$ cat config.mk
export PLATFORM = sky130hd
export DESIGN_NAME = sp1_s
export DESIGN_NICKNAME = d
export VERILOG_FILES = /design/src/rtl/sp1_pkg.sv /design/src/rtl/sp1_sync.sv /design/src/rtl/sp1_s.sv
export SDC_FILE = /design/constraint.sdc
export NUM_CORES = 1
export LEC_CHECK = 0
export BUFFER_PORTS_ARGS = -buffer_cell sky130_fd_sc_hd__buf_2
export CAP_MARGIN = 15
export CORE_UTILIZATION = 54
export DETAILED_ROUTE_END_ITERATION = 12
export GPL_TIMING_DRIVEN = 0
export PLACE_DENSITY_LB_ADDON = 0.3
export SETUP_SLACK_MARGIN = 0.1
export SYNTH_ARGS = -nofsm -noshare
export SYNTH_HDL_FRONTEND = slang
export SYNTH_HIERARCHICAL = 1
export SYNTH_SLANG_ARGS = --single-unit
export TNS_END_PERCENT = 30
$ cat constraint.sdc
create_clock -name clk -period 2.55 [get_ports clk]
set_input_delay 0.51 -clock clk [delete_from_list [all_inputs] [get_ports clk]]
set_output_delay 0.51 -clock clk [all_outputs]
set_load 0.03 [all_outputs]
$ cat src/rtl/sp1_pkg.sv
// Shared definitions for the SP1 SPI slave (sp1_s) and master (sp1_m):
// FSM state encoding and the default frame width.
package sp1_pkg;

    // Default frame length in bits.
    localparam int SP1_DATA_W = 8;

    // Default synchronizer depth for the asynchronous SPI pins.
    localparam int SP1_SYNC_STAGES = 2;

    // Frame sequencing states shared by master and slave.
    typedef enum logic [1:0] {
        ST_IDLE  = 2'd0,
        ST_SHIFT = 2'd1,
        ST_DONE  = 2'd2
    } sp1_state_t;

endpackage

$ cat src/rtl/sp1_sync.sv
// Multi-flop synchronizer for one asynchronous input bit.
// SYNC_STAGES flops in series, all cleared by the async reset.
module sp1_sync #(
    parameter int SYNC_STAGES = 2
) (
    input  logic clk,
    input  logic rst,
    input  logic d,
    output logic q
);

    logic [SYNC_STAGES-1:0] chain;

    // Shift the raw input through the flop chain; the last stage is the safe copy.
    always_ff @(posedge clk or posedge rst) begin
        if (rst) begin
            chain <= '0;
        end else begin
            chain[0] <= d;
            for (int i = 1; i < SYNC_STAGES; i++) begin
                chain[i] <= chain[i-1];
            end
        end
    end

    assign q = chain[SYNC_STAGES-1];

endmodule

$ cat src/rtl/sp1_s.sv
// SP1 SPI slave, mode 0 (sp_clk idles low, data sampled on rising edge,
// shifted on falling edge), MSB first, oversampled by the system clock.
// Optional feature: define SP1_S_OVERRUN_EN to add the s_rd_ack input and
// the overrun output that flags a received byte lost before it was read.
module sp1_s
    import sp1_pkg::*;
#(
    parameter int DATA_W      = SP1_DATA_W,
    parameter int SYNC_STAGES = SP1_SYNC_STAGES
) (
    input  logic              clk,
    input  logic              rst,
`ifdef SP1_S_OVERRUN_EN
    input  logic              s_rd_ack,
    output logic              overrun,
`endif
    input  logic              sp_clk,
    input  logic              ss,
    input  logic              mosi,
    input  logic [DATA_W-1:0] s_data_send,
    output logic              miso,
    output logic              busy_s,
    output logic [DATA_W-1:0] s_rece,
    output logic              s_valid
);

    localparam int CNT_W = $clog2(DATA_W) + 1;
    localparam logic [CNT_W-1:0] LAST_BIT = CNT_W'(DATA_W - 1);

    // Synchronized copies of the SPI pins and their one-cycle-delayed history.
    logic sclk_s;
    logic ss_s;
    logic mosi_s;
    logic sclk_prev;
    logic ss_prev;

    logic sclk_rise;
    logic sclk_fall;
    logic ss_fall;

    // Frame state and datapath registers with their next values.
    sp1_state_t        state;
    sp1_state_t        state_n;
    logic [DATA_W-1:0] tx_sr;
    logic [DATA_W-1:0] tx_n;
    logic [DATA_W-1:0] rx_sr;
    logic [DATA_W-1:0] rx_n;
    logic [CNT_W-1:0]  bit_cnt;
    logic [CNT_W-1:0]  cnt_n;
    logic [DATA_W-1:0] rece_n;
    logic              valid_n;

    sp1_sync #(.SYNC_STAGES(SYNC_STAGES)) u_sync_sclk (
        .clk (clk),
        .rst (rst),
        .d   (sp_clk),
        .q   (sclk_s)
    );

    sp1_sync #(.SYNC_STAGES(SYNC_STAGES)) u_sync_ss (
        .clk (clk),
        .rst (rst),
        .d   (ss),
        .q   (ss_s)
    );

    sp1_sync #(.SYNC_STAGES(SYNC_STAGES)) u_sync_mosi (
        .clk (clk),
        .rst (rst),
        .d   (mosi),
        .q   (mosi_s)
    );

    // Remember last cycle's synchronized sp_clk and ss for edge detection.
    // ss history resets low so a select held low through reset is not
    // mistaken for a fresh falling edge.
    always_ff @(posedge clk or posedge rst) begin
        if (rst) begin
            sclk_prev <= 1'b0;
            ss_prev   <= 1'b0;
        end else begin
            sclk_prev <= sclk_s;
            ss_prev   <= ss_s;
        end
    end

    assign sclk_rise = sclk_s & ~sclk_prev;
    assign sclk_fall = ~sclk_s & sclk_prev;
    assign ss_fall   = ~ss_s & ss_prev;

    // State and datapath register bank; everything is decided in the next-state logic.
    always_ff @(posedge clk or posedge rst) begin
        if (rst) begin
            state   <= ST_IDLE;
            tx_sr   <= '0;
            rx_sr   <= '0;
            bit_cnt <= '0;
            s_rece  <= '0;
            s_valid <= 1'b0;
        end else begin
            state   <= state_n;
            tx_sr   <= tx_n;
            rx_sr   <= rx_n;
            bit_cnt <= cnt_n;
            s_rece  <= rece_n;
            s_valid <= valid_n;
        end
    end

    // Frame sequencing: load on select, sample on rising sp_clk, shift on falling
    // sp_clk, publish the byte for one cycle, then chain or return to idle.
    // A falling edge only shifts after the first rising edge of the frame, so the
    // trailing falling edge of the previous frame never eats the freshly loaded MSB.
    always_comb begin
        state_n = state;
        tx_n    = tx_sr;
        rx_n    = rx_sr;
        cnt_n   = bit_cnt;
        rece_n  = s_rece;
        valid_n = 1'b0;
        case (state)
            ST_IDLE: begin
                cnt_n = '0;
                if (ss_fall) begin
                    tx_n    = s_data_send;
                    state_n = ST_SHIFT;
                end
            end
            ST_SHIFT: begin
                if (ss_s) begin
                    cnt_n   = '0;
                    state_n = ST_IDLE;
                end else if (sclk_rise) begin
                    rx_n  = {rx_sr[DATA_W-2:0], mosi_s};
                    cnt_n = bit_cnt + CNT_W'(1);
                    if (bit_cnt == LAST_BIT) begin
                        state_n = ST_DONE;
                    end
                end else if (sclk_fall && (bit_cnt != '0)) begin
                    tx_n = {tx_sr[DATA_W-2:0], 1'b0};
                end
            end
            ST_DONE: begin
                rece_n  = rx_sr;
                valid_n = 1'b1;
                cnt_n   = '0;
                if (!ss_s) begin
                    tx_n    = s_data_send;
                    state_n = ST_SHIFT;
                end else begin
                    state_n = ST_IDLE;
                end
            end
            default: begin
                cnt_n   = '0;
                state_n = ST_IDLE;
            end
        endcase
    end

    assign miso   = ~ss_s & tx_sr[DATA_W-1];
    assign busy_s = (state != ST_IDLE) & ~ss_s;

`ifdef SP1_S_OVERRUN_EN
    logic unread;

    // Track whether the last published byte has been acknowledged; a new byte
    // arriving on top of an unacknowledged one raises overrun until the next ack.
    always_ff @(posedge clk or posedge rst) begin
        if (rst) begin
            unread  <= 1'b0;
            overrun <= 1'b0;
        end else if (state == ST_DONE) begin
            unread <= 1'b1;
            if (unread && !s_rd_ack) begin
                overrun <= 1'b1;
            end else if (s_rd_ack) begin
                overrun <= 1'b0;
            end
        end else if (s_rd_ack) begin
            unread  <= 1'b0;
            overrun <= 1'b0;
        end
    end
`endif

endmodule

==> results.sh <==
export IMPL_nNetsFinal=167
export IMPL_synth_area_top_cells="dfrtp_1 (62%), mux2_2 (12%), mux2i_1 (4.5%)"
export IMPL_relSlewSlack_pct=55.17
export IMPL_drtPass1Iterations=3
export IMPL_cts_sink_count=39
export IMPL_maxCapViolations=0
export IMPL_wl_mm=2.418
export IMPL_layout_common_cells="dfrtp_1 (39), buf_2 (24), mux2_2 (16)"
export IMPL_syn_cell_area_sq_um=1563
export IMPL_crit_arrival_ps=2300
export IMPL_start_util_pct=56.67
export IMPL_vdd_drop_max_v=0.0005425
export IMPL_cts_root_buffer="clkbuf_4"
export IMPL_post_cts_repair_setup_buffers=0
export IMPL_fin_crit_ps=2044
export IMPL_crit_fanout=9
export IMPL_synth_avg_cell_area_sq_um=12.92
export IMPL_portBuffers=23
export IMPL_regArea_sq_um=975.9
export IMPL_hp_class="in2async"
export IMPL_area_delta_synth_final_pct=15.21
export IMPL_drv_slew=0
export IMPL_grt_pass1_wl_mm=4.195
export IMPL_dp_cells=176
export IMPL_setup_violations=0
export IMPL_critPathLaunchType="flop"
export IMPL_final_cells=183
export IMPL_crit_chain="or3b_1 > buf_2 > or4b_4 > buf_6 > and2_4 > o21ai_1"
export IMPL_num_vias=949
export IMPL_die_w_microns=55.80
export IMPL_first_iter_violations=18
export IMPL_rows=19
export IMPL_antenna_found_initial=0
export IMPL_ant_nets=0
export IMPL_timing_hold_violations_final=0
export IMPL_n_fill_cell=212
export IMPL_dieHeight_microns=55.80
export IMPL_coreArea_sq_um=2758
export IMPL_cpPeakStageDelay_ps=520
export IMPL_critical_path_slowest_cell="or4b_4"
export IMPL_postLayoutCoreUtil_pct=65.29
export IMPL_synthDistinctLibCells=25
export IMPL_grt_pass1_vias=941
export IMPL_status="complete, no violations"
export IMPL_criticalPathCategory="reg2reg"
export IMPL_critPathRequiredTime_ps=2810
export IMPL_cts_buffer_depth=2
export IMPL_clk_pin_slew_ps=110
export IMPL_grtUsageTotal_pct=18.23
export IMPL_holdWs_ps=44.29
export IMPL_wl_per_cell_microns=13.21
export IMPL_fin_skew_ps=12.66
export IMPL_drive_above_1_share_pct=34.21
export IMPL_ctsHoldBuffers=0
export IMPL_rsz0062_at_grt="no"
export IMPL_cts_inserted_buffers=5
export IMPL_multi_input_area_sq_um=529.3
export IMPL_netlist_instances=121
export IMPL_grt_overflow=0
export IMPL_die_area_sq_um=3113
export IMPL_synth_top_area_share_pct=62.45
export IMPL_max_freq_ghz=0.4892
export IMPL_cts_tree="done"
export IMPL_hpwlAfterDp_mm=1.711
export IMPL_setup_tns_ps=0
export IMPL_powerDensity_nw_per_um2=641.3
export IMPL_grt_max_degree=20
export IMPL_drc_errors=0
export IMPL_seq_area_frac_synth_pct=62.45
export IMPL_io_pins=24
export IMPL_cts_resized=0
export IMPL_drt_vias_per_instance=5.186
export IMPL_diodes=0
export IMPL_worst_slew_pin_slew_ps=671.8
export IMPL_cp_end_kind="flop"
export IMPL_final_common_cell="dfrtp_1"
export IMPL_clock_latency_ps=330
export IMPL_syn_nets=136
export IMPL_final_period_utilization_pct=80.17
export IMPL_yosysTopAreaCell="dfrtp_1"
export IMPL_synth_seq_cells=39
export IMPL_ys_warn_count=6
export IMPL_cts_htree_levels=2
export IMPL_gp_congestion=0.7326
export IMPL_p_leak_nw=0.9544
critical path: cells and delay by family (launching register included):
family / cells / cell delay (ps)
AOI/OAI and AO/OA: 1 / 140
and+or+nand+nor: 3 / 1080
DFF: 1 / 430
buffers and inverters: 2 / 320
power by group:
part	switching [mW]	internal (mW)
Sequential	0.0348	0.676
Clock	0.180	0.128
Combinational	0.0686	0.0668
Total	0.284	0.871
registers in the layout (all words and copies together) (netlist names):
signal	count
bit_cnt	4
rx_sr	8
s_rece	8
s_valid	1
sclk_prev	1
ss_prev	1
state	2
tx_sr	8
u_sync_mosi/chain	2
u_sync_sclk/chain	2
u_sync_ss/chain	2
layout make-up:
cell class	instances	share of cell area, %
sequential	39	54.20
tap	31	2.154
clock buffer	6	2.849
timing repair buffer	24	7.922
clock inverter	1	0.2780
buffer	6	1.737
inverter	7	1.459
multi-input combinational	69	29.40
path summary, 6_finish.rpt:
check / start / end / slack (ps) / cells past startpoint
max reg2reg: state[1] / tx_sr[5] / 510 / 6
max: state[1] / tx_sr[5] / 510 / 6
min in group clk: mosi / u_sync_mosi/chain[0] / 290 / 1
min reg2reg: u_sync_sclk/chain[0] / u_sync_sclk/chain[1] / 360 / 0
max in group asynchronous: rst / s_rece[1] / 1740 / 3
min: rst / u_sync_mosi/chain[0] / 40 / 2
metrics by stage:
step | power, mW | setup slack, ps | area, sq um
global route | 1.225 | 446.4 | 1800
global placement | 0.8456 | 571.8 | 1717
CTS | 1.171 | 507.1 | 1800
finish | 1.155 | 505.7 | 1800
detailed placement | 0.8604 | 539.3 | 1744
floorplan | 0.8148 | 648.0 | 1563
per-layer routing:
metal	vias up	GRT usage [%]	part of all wire, %
li1	471	-	-
met1	449	23.95	46
met2	23	27.88	47
met3	6	4.884	4.2
met4	0	9.643	2.3
met5	-	0	0
synthesized netlist by cell type:
cell and n:
dfrtp_1 39, mux2_2 16, nand3_1 8, nor2_1 8
inv_1 7, mux2i_1 7, o21ai_1 6, clkbuf_1 4
nor2b_1 3, o21ai_0 3, ha_1 2, nand2_1 2
nand2b_1 2, nor3b_1 2, xor2_1 2, a21oi_1 1
and2_4 1, buf_2 1, buf_6 1, nand4_1 1
o21ai_2 1, or2b_1 1, or3b_1 1, or4b_4 1
xnor2_1 1
kinds of logic (layout without fill, tap and decap cells):
group,Yosys count,after routing,share of synthesized area [%]
AOI/OAI and AO/OA,11,11,3.763
xor gates and xnor gates,3,3,1.682
adders and majority gates,2,2,1.601
buffers and inverters,13,44,3.683
DFF,39,39,62.45
muxes,23,23,16.01
and+or+nand+nor,30,30,10.81
No activity file was read; power rests on OpenSTA's default activity.
